===== config.mk =====
export PLATFORM = sky130hd
export DESIGN_NAME = mcycle_engine_flat
export DESIGN_NICKNAME = d
export VERILOG_FILES = /design/src/rtl/mcycle_engine_if.sv /design/src/rtl/mcycle_engine.sv /design/src/flat_wrapper.sv
export SDC_FILE = /design/constraint.sdc
export NUM_CORES = 1
export LEC_CHECK = 0
export CAP_MARGIN = 40
export CORE_MARGIN = 8
export CORE_UTILIZATION = 35
export CTS_CLUSTER_DIAMETER = 60
export DETAILED_ROUTE_END_ITERATION = 6
export PLACE_DENSITY_LB_ADDON = 0.1
export SLEW_MARGIN = 5
export SYNTH_ARGS = -nofsm -noshare
export SYNTH_HDL_FRONTEND = slang
export SYNTH_SLANG_ARGS = --single-unit

===== constraint.sdc =====
create_clock -name CLK -period 6.1 [get_ports CLK]
set_input_delay 0.61 -clock CLK [delete_from_list [all_inputs] [get_ports CLK]]
set_output_delay 0.61 -clock CLK [all_outputs]
set_load 0.05 [all_outputs]

===== src/rtl/mcycle_engine_if.sv =====
// Request/response bundle between the instruction decoder and the multi-cycle engine.
// The decoder drives the request fields; the engine returns results, Busy and Done.
interface mcycle_engine_if #(parameter int WIDTH = 32);
  logic             Start;
  logic             MCycleOp;
  logic             MCAdd;
  logic             MCLong;
  logic [WIDTH-1:0] Operand1;
  logic [WIDTH-1:0] Operand2;
  logic [WIDTH-1:0] Operand3;
  logic [WIDTH-1:0] Result1;
  logic [WIDTH-1:0] Result2;
  logic             Busy;
  logic             Done;

  modport master (
    output Start, MCycleOp, MCAdd, MCLong, Operand1, Operand2, Operand3,
    input  Result1, Result2, Busy, Done
  );

  modport slave (
    input  Start, MCycleOp, MCAdd, MCLong, Operand1, Operand2, Operand3,
    output Result1, Result2, Busy, Done
  );
endinterface


===== src/rtl/mcycle_engine.sv =====
// Iterative unsigned multiply (shift-add, LSB first) and restoring divide (MSB first),
// one bit per cycle, stalling the execute stage through Busy until Done pulses.
//
// state    | meaning
// IDLE     | waiting for Start; opcode and operands latched on Start
// MUL_ITER | add shifted multiplicand when current multiplier bit is set
// ACC      | add Operand3 to the double-width product (MLA)
// DIV_ITER | trial-subtract divisor, shift in one quotient bit
// DONE     | results just registered, Done high for this one cycle
module mcycle_engine #(
  parameter int WIDTH = 32
) (
  input  logic           CLK,
  input  logic           RESETn,
  mcycle_engine_if.slave bus
);

  localparam int            CW   = $clog2(WIDTH) + 1;
  localparam logic [CW-1:0] TERM = CW'(WIDTH - 1);

  typedef enum logic [2:0] {
    IDLE     = 3'd0,
    MUL_ITER = 3'd1,
    ACC      = 3'd2,
    DIV_ITER = 3'd3,
    DONE     = 3'd4
  } state_t;

  state_t               r_state;
  logic [CW-1:0]        r_cnt;
  logic                 r_add;
  logic                 r_long;
  logic [2*WIDTH-1:0]   r_acc;
  logic [2*WIDTH-1:0]   r_mcand;
  logic [WIDTH-1:0]     r_mplier;
  logic [WIDTH-1:0]     r_op3;
  logic [WIDTH-1:0]     r_result1;
  logic [WIDTH-1:0]     r_result2;
  logic                 r_done;

  logic                 w_last;
  logic [2*WIDTH-1:0]   w_mul_nxt;
  logic [2*WIDTH-1:0]   w_acc_sum;
  logic [WIDTH:0]       w_rem_shift;
  logic                 w_rem_ge;
  logic [WIDTH-1:0]     w_rem_sub;
  logic [2*WIDTH-1:0]   w_div_nxt;

  assign w_last    = (r_cnt == TERM);
  assign w_mul_nxt = r_mplier[0] ? (r_acc + r_mcand) : r_acc;
  assign w_acc_sum = r_acc + {{WIDTH{1'b0}}, r_op3};

  // Divide keeps {remainder, dividend/quotient} in r_acc; r_mplier holds the divisor.
  // The shifted remainder is below twice the divisor, so the WIDTH-bit difference is exact.
  assign w_rem_shift = r_acc[2*WIDTH-1:WIDTH-1];
  assign w_rem_ge    = (w_rem_shift >= {1'b0, r_mplier});
  assign w_rem_sub   = w_rem_shift[WIDTH-1:0] - r_mplier;
  assign w_div_nxt   = {(w_rem_ge ? w_rem_sub : w_rem_shift[WIDTH-1:0]),
                        r_acc[WIDTH-2:0], w_rem_ge};

  assign bus.Busy    = ((r_state == IDLE) & bus.Start) | (r_state == MUL_ITER) |
                       (r_state == ACC) | (r_state == DIV_ITER);
  assign bus.Done    = r_done;
  assign bus.Result1 = r_result1;
  assign bus.Result2 = r_result2;

  always_ff @(posedge CLK or negedge RESETn) begin
    if (!RESETn) begin
      r_state   <= IDLE;
      r_cnt     <= '0;
      r_add     <= 1'b0;
      r_long    <= 1'b0;
      r_acc     <= '0;
      r_mcand   <= '0;
      r_mplier  <= '0;
      r_op3     <= '0;
      r_result1 <= '0;
      r_result2 <= '0;
      r_done    <= 1'b0;
    end else begin
      r_done <= 1'b0;
      case (r_state)
        IDLE: begin
          r_cnt <= '0;
          if (bus.Start) begin
            r_add    <= bus.MCAdd;
            r_long   <= bus.MCLong;
            r_mcand  <= {{WIDTH{1'b0}}, bus.Operand1};
            r_mplier <= bus.Operand2;
            r_op3    <= bus.Operand3;
            if (bus.MCycleOp) begin
              r_acc   <= {{WIDTH{1'b0}}, bus.Operand1};
              r_state <= DIV_ITER;
            end else begin
              r_acc   <= '0;
              r_state <= MUL_ITER;
            end
          end
        end

        MUL_ITER: begin
          r_acc    <= w_mul_nxt;
          r_mcand  <= {r_mcand[2*WIDTH-2:0], 1'b0};
          r_mplier <= {1'b0, r_mplier[WIDTH-1:1]};
          if (w_last) begin
            if (r_add) begin
              r_state <= ACC;
            end else begin
              r_result1 <= w_mul_nxt[WIDTH-1:0];
              r_result2 <= r_long ? w_mul_nxt[2*WIDTH-1:WIDTH] : '0;
              r_done    <= 1'b1;
              r_state   <= DONE;
            end
          end else begin
            r_cnt <= r_cnt + CW'(1);
          end
        end

        ACC: begin
          r_acc     <= w_acc_sum;
          r_result1 <= w_acc_sum[WIDTH-1:0];
          r_result2 <= r_long ? w_acc_sum[2*WIDTH-1:WIDTH] : '0;
          r_done    <= 1'b1;
          r_state   <= DONE;
        end

        DIV_ITER: begin
          r_acc <= w_div_nxt;
          if (w_last) begin
            r_result1 <= w_div_nxt[WIDTH-1:0];
            r_result2 <= w_div_nxt[2*WIDTH-1:WIDTH];
            r_done    <= 1'b1;
            r_state   <= DONE;
          end else begin
            r_cnt <= r_cnt + CW'(1);
          end
        end

        DONE: begin
          r_state <= IDLE;
        end

        default: begin
          r_state <= IDLE;
        end
      endcase
    end
  end

endmodule


===== src/flat_wrapper.sv =====
// flat-port wrapper written by rule: the top's interface ports become plain ports
module mcycle_engine_flat 
#(
  parameter int WIDTH = 32
)
  (CLK, RESETn, bus_Start, bus_MCycleOp, bus_MCAdd, bus_MCLong, bus_Operand1, bus_Operand2, bus_Operand3, bus_Result1, bus_Result2, bus_Busy, bus_Done);
  mcycle_engine_if #(.WIDTH(WIDTH)) bus_i ();
  input  logic CLK;
  input  logic RESETn;
  input wire logic [$bits(bus_i.Start)-1:0] bus_Start;
  input wire logic [$bits(bus_i.MCycleOp)-1:0] bus_MCycleOp;
  input wire logic [$bits(bus_i.MCAdd)-1:0] bus_MCAdd;
  input wire logic [$bits(bus_i.MCLong)-1:0] bus_MCLong;
  input wire logic [$bits(bus_i.Operand1)-1:0] bus_Operand1;
  input wire logic [$bits(bus_i.Operand2)-1:0] bus_Operand2;
  input wire logic [$bits(bus_i.Operand3)-1:0] bus_Operand3;
  output wire logic [$bits(bus_i.Result1)-1:0] bus_Result1;
  output wire logic [$bits(bus_i.Result2)-1:0] bus_Result2;
  output wire logic [$bits(bus_i.Busy)-1:0] bus_Busy;
  output wire logic [$bits(bus_i.Done)-1:0] bus_Done;
  assign bus_i.Start = bus_Start;
  assign bus_i.MCycleOp = bus_MCycleOp;
  assign bus_i.MCAdd = bus_MCAdd;
  assign bus_i.MCLong = bus_MCLong;
  assign bus_i.Operand1 = bus_Operand1;
  assign bus_i.Operand2 = bus_Operand2;
  assign bus_i.Operand3 = bus_Operand3;
  assign bus_Result1 = bus_i.Result1;
  assign bus_Result2 = bus_i.Result2;
  assign bus_Busy = bus_i.Busy;
  assign bus_Done = bus_i.Done;
  mcycle_engine #(.WIDTH(WIDTH)) u_core (.CLK(CLK), .RESETn(RESETn), .bus(bus_i));
endmodule

==> impl_summary.log, run 1 <==
[metrics] mean number of vias per cell: approximately 6.0
[metrics] fraction of the cycle the final worst path needs: a little under three quarters
[metrics] die width: 263 um
[metrics] Max VDD drop: 393 uV
[metrics] Max H-tree Level: 2
[metrics] wire length of the first global-routing pass: 137 mm
[metrics] total negative slack: 0 ns
[metrics] final core utilization: a little over two fifths
[metrics] setup repair after global routing missed its margin: false
[metrics] Cells after Synth: around 2,800
[metrics] Core Region: 60,500 um^2
[metrics] vias in the first global route: about 22,000
[metrics] buffers from clock root to sink, at most: 3
[metrics] relative area change from synthesis to final layout: 18.2%
[metrics] initial antenna violation count: 2
[metrics] Final Total Pwr: 18.6 mW
[metrics] slowest stage cell, crit path: sky130_fd_sc_hd__dfrtp_1
[metrics] origin of the worst setup path: u_core.r_acc[57]$_DFFE_PN0P_
[metrics] register-to-register path setup slack: roughly 1.7 ns
[metrics] warning count from the yosys run: 0
[metrics] number of DRC violations after detailed routing: 0
[metrics] clock-pin slew of the registers on the worst-case setup and hold paths: 0.05 ns
[metrics] cell area after layout: approximately 25,000 um^2
[metrics] required arrival time at the worst endpoint: roughly 6.5 ns
[metrics] max incr delay on CP: about 0.70 ns
[metrics] result of the run: finished, final reports clean
[metrics] Most common cell on crit path: sky130_fd_sc_hd__a21oi_1
[metrics] clock sink count: around 270
[metrics] input/output buffers: about 170
[metrics] Detail Placement HPWL: between 60 and 70 mm
[metrics] area of the mapped netlist: 21,400 um^2
[metrics] proportion of synthesized flip-flops having asynchronous set or reset: 100%
[metrics] Clock Root Buffer: sky130_fd_sc_hd__clkbuf_16
[metrics] post-route insts no fill: 3,659
[metrics] largest net degree at the start of global routing: ~120
[metrics] flip-flop and latch count after synthesis: approximately 270
[metrics] Post-Place Setup Slack: 1.82 ns
[metrics] Leakage Power: ~11 nW
[metrics] post-placement cell area: 23,900 um^2
[metrics] final-stage net count: about 3,100
[metrics] Starting Density: 35.5%
[metrics] remaining global-route overflow: 0
[metrics] insertion delay to the later sink of the worst-skew pair: 0.59 ns
[metrics] number of max-cap violations: 0
[metrics] Routability Congestion: 0.950
[metrics] data arrival time of the worst path: between 4 and 5 ns
[metrics] violation count after the first detailed-route iteration: 1,848
[metrics] Total Routed Length: around 89 mm
[metrics] # IOs: 168
[metrics] Num CTS Buffers: 42
[metrics] Resized Gates After CTS: 0
[metrics] type of the tightest min-delay check: input port to async pin
[metrics] pin slew with the least headroom to its limit: 0.941 ns
[metrics] std cell rows: 90
[metrics] relative slew slack: ~37%
[metrics] global routing usage summed across all routing layers: between 20 and 25%
[metrics] Mean Syn Cell Area: slightly below 8 um^2
[metrics] list of cells traversed by the critical path: ha_1 -> a21o_1 -> a21o_1 -> a21oi_1 -> a311oi_1 -> nor4_1 -> nand2_1 -> buf_4 -> nand2_1 -> a21oi_1 -> a2111oi_0 -> a21oi_1
[metrics] primary flip-flop cell chosen by synthesis mapping: sky130_fd_sc_hd__dfrtp_1
[metrics] fraction of final layout cells sized beyond drive strength 1: 6.05%
[metrics] maximum net fanout on the critical path: 21
[metrics] # placed instances: between 3,000 and 4,000
[metrics] length of the first detailed-routing pass in iterations: 6
[metrics] remaining number of nets flagged by the antenna check after routing: 0
[metrics] hold bufs inserted after CTS: 0
[metrics] CTS tree: built
[metrics] worst reg2reg path startpoint: u_core.r_acc[57]$_DFFE_PN0P_
[metrics] number of vias in the routed layout: ~22,000
[metrics] Synth Net Count: about 3,000
[metrics] Period minus WS final: around 4.4 ns
[metrics] final routed wire length divided by cell count: between 20 and 25 um
[metrics] total setup buffers inserted after CTS: 0
[metrics] kind of critical path: flop to flop
[metrics] power density over the cells: roughly 730 nW/um^2
[metrics] number of hold violations in the final report: 0
[metrics] Buf+Inv Stages, Crit Path: 1
[metrics] area of the die: slightly below 70,000 um^2
[metrics] CP top delay family: compound AO/OA/AOI/OAI gates
[metrics] Fin Clk Skew: about 0.038 ns
[metrics] Final WS setup: around 1.7 ns
[metrics] worst hold slack across all endpoints: between 0.06 and 0.07 ns
[metrics] highest clock frequency the design can meet: approximately 230 MHz
[metrics] Setup-failing EPs final: 0
[metrics] Final Max Tran Viols: 0
[metrics] Die H: roughly 260 um
[metrics] number of synthesized flops with an enable pin: 0
[metrics] sequential area share after synthesis: between 30% and 40%
[metrics] post-synthesis cell type count: between 80 and 90
[metrics] element type at the critical path end: flop
[metrics] category of the worst setup path launch point: flop
==> where the power goes <==
group          switching, mW  internal [mW]
clock                  0.994           1.52
combinational           7.98           4.42
sequential              1.03           2.66
total                   10.0           8.59
==> synthesized netlist by cell type (36+ instances only) <==
library cell | instances | area [um^2]
sky130_fd_sc_hd__nand2_1 | 542 | 2030
sky130_fd_sc_hd__dfrtp_1 | 268 | 6710
sky130_fd_sc_hd__a21oi_1 | 225 | 1130
sky130_fd_sc_hd__nor2_1 | 211 | 792
sky130_fd_sc_hd__o21ai_0 | 151 | 756
sky130_fd_sc_hd__clkbuf_1 | 144 | 541
sky130_fd_sc_hd__ha_1 | 128 | 1600
sky130_fd_sc_hd__a31oi_1 | 96 | 601
sky130_fd_sc_hd__nand3_1 | 80 | 400
sky130_fd_sc_hd__xnor2_1 | 77 | 674
sky130_fd_sc_hd__inv_1 | 75 | 282
sky130_fd_sc_hd__o211ai_1 | 62 | 465
sky130_fd_sc_hd__a21o_1 | 58 | 435
sky130_fd_sc_hd__xor2_1 | 52 | 455
sky130_fd_sc_hd__nand4_1 | 37 | 231
sky130_fd_sc_hd__and3_1 | 36 | 225
==> sequential cells by signal, summed over array words and instances, names as in the netlist <==
name and flops:
u_core.r_long 1, u_core.r_mplier 32, u_core.r_cnt 6, u_core.r_acc 64, u_core.r_state 3, u_core.r_op3 32, u_core.r_add 1, u_core.bus.Done 1
u_core.r_mcand 64, u_core.bus.Result1 32, u_core.bus.Result2 32
==> path summary, 6_finish.rpt <==
check,end,cells past startpoint
worst max-delay path,u_core.bus.Result2[12]$_DFFE_PN0P_,12
worst min-delay path,u_core.r_mplier[24]$_DFFE_PN0P_,1
worst max register to register,u_core.bus.Result2[12]$_DFFE_PN0P_,12
worst min register to register,u_core.bus.Result1[6]$_DFFE_PN0P_,2
max in group asynchronous,u_core.r_mcand[22]$_DFFE_PN0P_,2
min in group CLK,u_core.bus.Result1[6]$_DFFE_PN0P_,2
==> per-layer routing <==
metal | wire (um) | track usage (%) | part of all wire (%) | up-vias
met2 | 43300 | 43.1 | 48 | 790
met1 | 37800 | 31.2 | 42 | 10800
met4 | 3620 | 9.93 | 4.1 | 0
met3 | 4730 | 3.35 | 5.3 | 177
li1 | - | - | - | 10200
met5 | 0 | 0 | 0 | -
==> layout by cell type (no fill, tap or decap), types with 42 or more instances in the layout <==
cell and instances:
sky130_fd_sc_hd__nand2_1 540, sky130_fd_sc_hd__dfrtp_1 267, sky130_fd_sc_hd__a21oi_1 225, sky130_fd_sc_hd__nor2_1 207, sky130_fd_sc_hd__clkdlybuf4s50_1 166, sky130_fd_sc_hd__o21ai_0 151
sky130_fd_sc_hd__ha_1 128, sky130_fd_sc_hd__a31oi_1 96, sky130_fd_sc_hd__nand3_1 80, sky130_fd_sc_hd__xnor2_1 77, sky130_fd_sc_hd__inv_1 73, sky130_fd_sc_hd__o211ai_1 62
sky130_fd_sc_hd__a21o_1 58, sky130_fd_sc_hd__xor2_1 52, sky130_fd_sc_hd__buf_4 43, sky130_fd_sc_hd__clkbuf_16 42
==> cell families (layout without fill, tap and decap cells) <==
family	Yosys count	after routing	share of synthesized area [%]
AND/OR/NAND/NOR	1049	1049	21.4
AO/OA/AOI/OAI	886	886	27.6
flip-flops	268	268	31.3
buffers and inverters	248	366	4.46
adder cells (fa/ha/maj)	131	131	7.75
XOR/XNOR	129	129	5.27
multiplexers	47	47	2.30
other	0	1	0
==> area by class of cell <==
type	count	area, um^2
fill	6289	35100
multi-input combinational	2242	13800
sequential	268	6710
timing repair buffer	216	2110
clock buffer	53	1150
tap	782	978
inverter	76	285
clock inverter	21	264
antenna	1	2.50
==> worst register-to-register path, cell delays in order, from the launching register on <==
cell,delay (ns)
sky130_fd_sc_hd__dfrtp_1,0.70
sky130_fd_sc_hd__ha_1,0.45
sky130_fd_sc_hd__a21o_1,0.24
sky130_fd_sc_hd__a21o_1,0.19
sky130_fd_sc_hd__a21oi_1,0.19
sky130_fd_sc_hd__a311oi_1,0.11
sky130_fd_sc_hd__nor4_1,0.54
sky130_fd_sc_hd__nand2_1,0.67
sky130_fd_sc_hd__buf_4,0.40
sky130_fd_sc_hd__nand2_1,0.07
sky130_fd_sc_hd__a21oi_1,0.14
sky130_fd_sc_hd__a2111oi_0,0.43
sky130_fd_sc_hd__a21oi_1,0.12
Note: power is estimated with default switching activity, not from simulation.
==> run 2, diff against run 1 <==
==> constraint.sdc (replaced) <==
create_clock -name CLK -period 4.3 [get_ports CLK]
set_input_delay 0.43 -clock CLK [delete_from_list [all_inputs] [get_ports CLK]]
set_output_delay 0.43 -clock CLK [all_outputs]
set_load 0.05 [all_outputs]
==> run 2 against run 1 <==
Against the previous run:
- routed wire length fell by 0.70%
- clock-buffer cell count is 7 higher
- critical path depth up 1
- maximum frequency rose by 9.3%
- sequential cell count unchanged
- register-to-register slack worse by 1.4 ns
- sequential share of layout area down 0.48 points
- clock power grew 47%
==> impl_summary.log, run 2 (synthesis gave the netlist of run 1 again) <==
[metrics] result of the run: finished, final reports clean
[metrics] multi-input gate area in the final layout: 13,800 um^2 (unchanged)
[metrics] worst hold slack across all endpoints: 0.371 ns (+0.306 ns)
[metrics] biggest regs: u_core.r_acc x64, u_core.r_mcand x64
[metrics] highest clock frequency the design can meet: 250 MHz (+9.3%)
[metrics] origin of the worst setup path: u_core.r_acc[0]$_DFFE_PN0P_
[metrics] CTS tree: built
[metrics] fraction of the cycle the final worst path needs: 93.0% (+21 points)
[metrics] element type at the critical path end: flop
[metrics] kind of critical path: flop to flop
[metrics] Max H-tree Level: 2 (unchanged)
[metrics] Final WS setup: 0.303 ns (-1.43 ns)
[metrics] length of the first detailed-routing pass in iterations: 6 (unchanged)
[metrics] Routability Congestion: 0.919 (-3.3%)
[metrics] worst reg2reg path startpoint: u_core.r_acc[0]$_DFFE_PN0P_
[metrics] pin slew with the least headroom to its limit: 0.852 ns (-0.0886 ns)
[metrics] post-placement cell area: 24,300 um^2 (+1.6%)
[metrics] relative area change from synthesis to final layout: 20.4%
[metrics] die width: 263 um (unchanged)
[metrics] register-to-register path setup slack: 0.30 ns (-1.43 ns)
[metrics] remaining number of nets flagged by the antenna check after routing: 0 (unchanged)
[metrics] std cell rows: 90 (unchanged)
[metrics] commonest non-fill, non-tap cells in the layout: sky130_fd_sc_hd__nand2_1 (540), sky130_fd_sc_hd__dfrtp_1 (267), sky130_fd_sc_hd__a21oi_1 (225)
[metrics] end of the critical path: u_core.bus.Result2[6]$_DFFE_PN0P_
[metrics] most common cell after layout, fill and taps aside: sky130_fd_sc_hd__nand2_1
[metrics] area of the die: 69,400 um^2 (unchanged)
[metrics] Fin Clk Skew: 0.0299 ns (-0.00766 ns)
[metrics] initial antenna violation count: 0 (-2)
[metrics] antenna diode count: 0 (-1)
[metrics] setup repair after global routing missed its margin: false
[metrics] Leakage Power: 11.5 nW (+2.8%)
[metrics] Setup-failing EPs final: 0 (unchanged)
[metrics] data arrival time of the worst path: 4.43 ns (-0.38 ns)
[metrics] filler instances: 6,095 (-3.1%)
[metrics] mean number of vias per cell: 5.95 (-1.1%)
[metrics] required arrival time at the worst endpoint: 4.73 ns (-1.81 ns)
[metrics] number of max-cap violations: 0 (unchanged)
[metrics] relative slew slack: 43.0% (+5.8 points)
[metrics] # placed instances: 3,637 (+1.5%)
[metrics] Starting Density: 35.5% (unchanged)
[metrics] input/output buffers: 167 (unchanged)
[metrics] Total Routed Length: 88.8 mm (-0.70%)
[metrics] final routed wire length divided by cell count: 23.9 um (-2.2%)
[metrics] Num CTS Buffers: 43 (+2.4%)
[metrics] number of hold violations in the final report: 0 (unchanged)
[metrics] Post-Place Setup Slack: 0.345 ns (-1.48 ns)
[metrics] Die H: 263 um (unchanged)
[metrics] largest net degree at the start of global routing: 109 (-7.6%)
[metrics] Period minus WS final: 4.00 ns (-0.370 ns)
[metrics] clock-pin slew of the registers on the worst-case setup and hold paths: 0.07 ns (+0.02 ns)
[metrics] Detail Placement HPWL: 67.3 mm (+1.5%)
[metrics] category of the worst setup path launch point: flop
[metrics] Resized Gates After CTS: 0 (unchanged)
[metrics] Core Region: 60,500 um^2 (unchanged)
[metrics] cell area after layout: 25,800 um^2 (+1.9%)
[metrics] Reg2Reg Capture Point: u_core.bus.Result2[6]$_DFFE_PN0P_
[metrics] wire length of the first global-routing pass: 136 mm (-0.63%)
[metrics] buffers from clock root to sink, at most: 3 (unchanged)
[metrics] final-stage net count: 3,134 (+1.8%)
[metrics] count of cells along the worst register-to-register path: 13 (+1)
[metrics] post-route insts no fill: 3,715 (+1.5%)
[metrics] type of the tightest min-delay check: input port to flop
[metrics] number of vias in the routed layout: 22,100 (+0.46%)
[metrics] total negative slack: 0 ns (unchanged)
[metrics] area used by sequential logic in the layout: 6710 um^2 (unchanged)
[metrics] power density over the cells: 1040 nW/um^2 (+42%)
[metrics] violation count after the first detailed-route iteration: 1,755 (-5.0%)
[metrics] insertion delay to the later sink of the worst-skew pair: 0.59 ns (about the same)
[metrics] # IOs: 168 (unchanged)
[metrics] Final Max Tran Viols: 0 (unchanged)
[metrics] total setup buffers inserted after CTS: 0 (unchanged)
[metrics] global routing usage summed across all routing layers: 24.8% (-0.16 points)
[metrics] maximum net fanout on the critical path: 5 (-76%)
[metrics] Clock Root Buffer: sky130_fd_sc_hd__clkbuf_16
[metrics] number of DRC violations after detailed routing: 0 (unchanged)
[metrics] Max VDD drop: 499 uV (+27%)
[metrics] vias in the first global route: 22,400 (+2.0%)
[metrics] fraction of final layout cells sized beyond drive strength 1: 7.81% (+1.8 points)
[metrics] clock sink count: 268 (unchanged)
[metrics] remaining global-route overflow: 0 (unchanged)
## run 2: cell count changes in the layout (fill, tap and decap cells not counted), moves of 2 or more
cell	before	now
sky130_fd_sc_hd__clkbuf_16	42	44
sky130_fd_sc_hd__clkbuf_8	6	10
sky130_fd_sc_hd__clkinv_2	2	0
sky130_fd_sc_hd__buf_4	43	98
sky130_fd_sc_hd__clkinvlp_4	6	4
## run 2: metrics by stage
stage / power (mW) / utilization, %
3_3_place_gp: 23.0 / 40.1
3_5_place_dp: 23.0 / 40.2
6_report: 26.9 / 42.7
2_1_floorplan: 17.0 / -
5_1_grt: 28.8 / 42.7
4_1_cts: 26.9 / 42.7
## run 2: routing by layer
layer  track usage [%]  routed length, um  vias to the layer above  part of all wire (%)
li1                  -                  -                    10300                     -
met1              29.8              36600                    10700                    41
met5                 0                  0                        -                     0
met3              3.41               4500                      237                   5.1
met4              12.5               4790                        0                   5.4
met2              43.0              42900                      845                    48
## run 2: how the worst min path moves through the flow
| stage | from | to | slack (ns) | depth (start not counted) |
|---|---|---|---|---|
| 2_1_floorplan | RESETn | u_core.bus.Done$_DFF_PN0_ | 0.13 | 0 |
| 3_3_place_gp | u_core.bus.Result1[6]$_DFFE_PN0P_ | u_core.bus.Result1[6]$_DFFE_PN0P_ | 0.46 | 2 |
| 3_5_place_dp | u_core.bus.Result1[23]$_DFFE_PN0P_ | u_core.bus.Result1[23]$_DFFE_PN0P_ | 0.47 | 2 |
| 4_1_cts | bus_Operand3[19] | u_core.r_op3[19]$_DFFE_PN0P_ | 0.34 | 3 |
| 5_1_grt | bus_Operand3[9] | u_core.r_op3[9]$_DFFE_PN0P_ | 0.38 | 3 |
| 6_report | bus_Operand3[16] | u_core.r_op3[16]$_DFFE_PN0P_ | 0.37 | 3 |
## run 2: final cells by class
cell class / count / share of cell area, %
Clock buffer: 60 / 4.89
Clock inverter: 17 / 0.926
Inverter: 76 / 1.11
Multi-Input combinational cell: 2242 / 53.6
Sequential cell: 268 / 26.0
Tap cell: 782 / 3.79
Timing Repair Buffer: 270 / 9.70
## run 2: where the power goes
part           leakage (nW)  internal (mW)  switching (mW)
clock network         0.722           2.30            1.40
logic                  7.53           6.52            11.7
registers              3.27           3.78            1.26
## run 2: critical path, cell delays in order, from the launching register on
cell and delay (ns):
sky130_fd_sc_hd__dfrtp_1 0.40, sky130_fd_sc_hd__ha_1 0.24, sky130_fd_sc_hd__fa_1 0.26, sky130_fd_sc_hd__a211oi_1 0.11
sky130_fd_sc_hd__o21bai_1 0.24, sky130_fd_sc_hd__o21ai_1 0.15, sky130_fd_sc_hd__buf_4 0.18, sky130_fd_sc_hd__a211oi_1 0.50
sky130_fd_sc_hd__a31oi_1 0.27, sky130_fd_sc_hd__o41ai_1 0.52, sky130_fd_sc_hd__a21oi_1 0.18, sky130_fd_sc_hd__xnor2_1 0.20
sky130_fd_sc_hd__a221oi_1 0.47, sky130_fd_sc_hd__o21ai_0 0.13
## run 2: timing repair
action                     4_1_cts  5_1_grt
setup endpoints to repair        0        0
hold buffers                     1        0
hold endpoints to repair        78        0
==> run 3, diff against run 2 <==
--- a/config.mk
+++ b/config.mk
@@ -5,7 +5,9 @@
 export SDC_FILE = /design/constraint.sdc
 export NUM_CORES = 1
 export LEC_CHECK = 0
+export ABC_AREA = 1
 export CAP_MARGIN = 40
+export CORE_ASPECT_RATIO = 0.9
 export CORE_MARGIN = 8
 export CORE_UTILIZATION = 35
 export CTS_CLUSTER_DIAMETER = 60
==> constraint.sdc (replaced) <==
create_clock -name CLK -period 3.7 [get_ports CLK]
set_input_delay 0.37 -clock CLK [delete_from_list [all_inputs] [get_ports CLK]]
set_output_delay 0.37 -clock CLK [all_outputs]
set_load 0.05 [all_outputs]
==> run 3 against run 2 <==
Against the previous run:
- largest cell class unchanged
- synthesized cell count grew 51%
- non-clock buffer count shrank 35
- global-route usage grew 3.7 points
- largest power group unchanged
- maximum frequency grew 17%
- sequential power grew 23%
- hold slack lost 0.10 ns
- the run now ends with DRC left
- synthesized area grew 16%
==> impl_summary.log, run 3 <==
[metrics] Setup-failing EPs final: 0 (unchanged)
[metrics] die width: 296 um (+12%)
[metrics] list of cells traversed by the critical path: ha_1 -> nand2_1 -> nor2_1 -> nand2_1 -> nor2_1 -> nand3_1 -> nand3_2 -> nor2_4 -> nand2_4 -> o21ai_0 -> nand3_1 -> nand4_1
[metrics] area of the mapped netlist: 24,800 um^2 (+16%)
[metrics] Total Routed Length: 116 mm (+30%)
[metrics] Max H-tree Level: 2 (unchanged)
[metrics] sequential area share after synthesis: 27.1% (-4.2 points)
[metrics] pin slew with the least headroom to its limit: 0.815 ns (-0.0371 ns)
[metrics] slowest stage cell, crit path: sky130_fd_sc_hd__dfrtp_1
[metrics] Die H: 268 um (+1.8%)
[metrics] clock sink count: 268 (unchanged)
[metrics] kind of critical path: flop to flop
[metrics] violation count after the first detailed-route iteration: 2,910 (+66%)
[metrics] maximum net fanout on the critical path: 33 (+28)
[metrics] Post-synth top cells: sky130_fd_sc_hd__nand2_1 (1,444), sky130_fd_sc_hd__inv_1 (665), sky130_fd_sc_hd__nor2_1 (479)
[metrics] total negative slack: 0 ns (unchanged)
[metrics] share of Yosys cell area claimed by the top area cell type: 27.1% (-4.2 points)
[metrics] relative slew slack: 45.6% (+2.6 points)
[metrics] Max VDD drop: 664 uV (+33%)
[metrics] type of the tightest min-delay check: input port to async pin
[metrics] Final Max Tran Viols: 0 (unchanged)
[metrics] CTS tree: built
[metrics] post-placement cell area: 27,700 um^2 (+14%)
[metrics] biggest area contributors in the synthesized netlist: sky130_fd_sc_hd__dfrtp_1 (27%), sky130_fd_sc_hd__nand2_1 (22%), sky130_fd_sc_hd__inv_1 (10%)
[metrics] initial antenna violation count: 0 (unchanged)
[metrics] commonest non-fill, non-tap cells in the layout: sky130_fd_sc_hd__nand2_1 (1,444), sky130_fd_sc_hd__inv_1 (664), sky130_fd_sc_hd__nor2_1 (478)
[metrics] biggest regs: u_core.r_acc x64, u_core.r_mcand x64
[metrics] number of vias in the routed layout: 28,000 (+27%)
[metrics] Fin Clk Skew: 0.0330 ns (+0.00314 ns)
[metrics] clock-pin slew of the registers on the worst-case setup and hold paths: 0.06 ns (about the same)
[metrics] warning count from the yosys run: 0 (unchanged)
[metrics] number of max-cap violations: 0 (unchanged)
[metrics] length of the first detailed-routing pass in iterations: 7 (+1)
[metrics] Starting Density: 35.4% (-0.067 points)
[metrics] mean number of vias per cell: 5.29 (-11%)
[metrics] number of hold violations in the final report: 0 (unchanged)
[metrics] remaining global-route overflow: 0 (unchanged)
[metrics] cell area after layout: 29,000 um^2 (+12%)
[metrics] proportion of synthesized flip-flops having asynchronous set or reset: 100% (unchanged)
[metrics] Routability Congestion: 1.01 (+10%)
[metrics] final-stage net count: 4,564 (+46%)
[metrics] input/output buffers: 167 (unchanged)
[metrics] hold bufs inserted after CTS: 1 (unchanged)
[metrics] post-synthesis cell type count: 52 (-37%)
[metrics] insertion delay to the later sink of the worst-skew pair: 0.60 ns (about the same)
[metrics] violations in the final reports: DRC
[metrics] relative area change from synthesis to final layout: 17.2%
[metrics] library cell with the highest instance count after synthesis: sky130_fd_sc_hd__nand2_1
[metrics] primary flip-flop cell chosen by synthesis mapping: sky130_fd_sc_hd__dfrtp_1
[metrics] Cells after Synth: 4,166 (+51%)
[metrics] wire length of the first global-routing pass: 170 mm (+26%)
[metrics] Detail Placement HPWL: 93.4 mm (+39%)
[metrics] category of the worst setup path launch point: flop
[metrics] vias in the first global route: 26,200 (+17%)
[metrics] remaining number of nets flagged by the antenna check after routing: 0 (unchanged)
[metrics] Period minus WS final: 3.42 ns (-0.575 ns)
[metrics] final routed wire length divided by cell count: 21.8 um (-8.7%)
[metrics] setup repair after global routing missed its margin: false
[metrics] required arrival time at the worst endpoint: 4.09 ns (-0.64 ns)
[metrics] std cell rows: 92 (+2.2%)
[metrics] # IOs: 168 (unchanged)
[metrics] global routing usage summed across all routing layers: 28.5% (+3.7 points)
[metrics] flip-flop and latch count after synthesis: 268 (unchanged)
[metrics] result of the run: finished, violations left
[metrics] area of the die: 79,500 um^2 (+15%)
[metrics] most common cell after layout, fill and taps aside: sky130_fd_sc_hd__nand2_1
[metrics] Core Region: 70,000 um^2 (+16%)
[metrics] number of synthesized flops with an enable pin: 0 (unchanged)
[metrics] highest clock frequency the design can meet: 292 MHz (+17%)
[metrics] fraction of final layout cells sized beyond drive strength 1: 3.94% (-3.9 points)
[metrics] Num CTS Buffers: 40 (-7.0%)
[metrics] Synth Net Count: 4,399 (+47%)
[metrics] antenna diode count: 0 (unchanged)
[metrics] largest net degree at the start of global routing: 95 (-13%)
[metrics] Mean Syn Cell Area: 5.94 um^2 (-24%)
[metrics] filler instances: 7,830 (+28%)
[metrics] Resized Gates After CTS: 0 (unchanged)
[metrics] total setup buffers inserted after CTS: 0 (unchanged)
[metrics] fraction of the cycle the final worst path needs: 92.5% (-0.47 points)
[metrics] number of DRC violations after detailed routing: 1 (+1)
[metrics] power density over the cells: 1130 nW/um^2 (+8.4%)
[metrics] Clock Root Buffer: sky130_fd_sc_hd__clkbuf_16
[metrics] Leakage Power: 15.3 nW (+33%)
[metrics] buffers from clock root to sink, at most: 3 (unchanged)
[metrics] element type at the critical path end: flop
[metrics] data arrival time of the worst path: 3.81 ns (-0.62 ns)
[metrics] max incr delay on CP: 0.52 ns (about the same)
[metrics] top cell type by total area after synthesis: sky130_fd_sc_hd__dfrtp_1
-- run 3: final timing paths --
kind                                                         from  slack (ns)  cells past startpoint                                 to
max in group asynchronous                                  RESETn        2.55                      3     u_core.r_mcand[42]$_DFFE_PN0P_
worst min-delay path                                       RESETn        0.27                      2        u_core.r_op3[9]$_DFFE_PN0P_
min in group CLK                                 bus_Operand3[30]        0.32                      3       u_core.r_op3[30]$_DFFE_PN0P_
worst min register to register  u_core.bus.Result1[8]$_DFFE_PN0P_        0.48                      2  u_core.bus.Result1[8]$_DFFE_PN0P_
worst max register to register       u_core.r_acc[49]$_DFFE_PN0P_        0.28                     12       u_core.r_acc[44]$_DFFE_PN0P_
worst max-delay path                 u_core.r_acc[49]$_DFFE_PN0P_        0.28                     12       u_core.r_acc[44]$_DFFE_PN0P_
-- run 3: power by group --
group	leakage, nW	switching (mW)	internal (mW)
Sequential	3.25	1.85	4.33
Clock	0.633	1.62	2.22
Combinational	11.4	16.0	6.79
-- run 3: cell type report --
type                       instances  area (um^2)  area share [%]
multi-input combinational       3111        15100            51.9
inverter                         675         2540            8.74
clock inverter                    18          184           0.634
tap                              940         1180            4.05
sequential                       268         6710            23.1
timing repair buffer             235         2240            7.71
clock buffer                      54         1110            3.84
-- run 3: worst max-delay path: cells and delay by family, from the launching register on --
kind                       cells  cell delay [ns]
adders and majority gates      1             0.45
and+or+nand+nor               10             1.86
AOI/OAI and AO/OA              1             0.37
DFF                            1             0.52
-- run 3: through the flow --
step / setup slack (ns) / hold WS [ns] / std cells / total power, mW / util (%)
5_1_grt: 0.110 / 0.288 / 5301 / 35.2 / 41.5
3_3_place_gp: 0.378 / 0.288 / 5228 / 28.6 / 39.6
3_5_place_dp: 0.402 / 0.290 / 5228 / 28.4 / 39.6
4_1_cts: 0.378 / 0.254 / 5301 / 32.4 / 41.5
6_report: 0.278 / 0.271 / 5301 / 32.8 / 41.5
2_1_floorplan: 1.42 / 0.0744 / 4166 / 20.1 / -
-- run 3: kinds of logic (layout without fill, tap and decap cells) --
logic type	after synthesis	after routing	share of synthesized area, %
AND/OR/NAND/NOR	2417	2417	39.9
buffers and inverters	787	982	12.1
AO/OA/AOI/OAI	522	522	12.7
flip-flops	268	268	27.1
adder cells (fa/ha/maj)	131	131	6.71
XOR/XNOR	41	41	1.45
-- run 3: per-layer routing --
| layer | global-route usage (%) | part of all wire (%) |
|---|---|---|
| met1 | 43.2 | 48 |
| met2 | 40.9 | 40 |
| met3 | 4.99 | 9.3 |
| met4 | 7.58 | 2.8 |
| met5 | 0 | 0 |
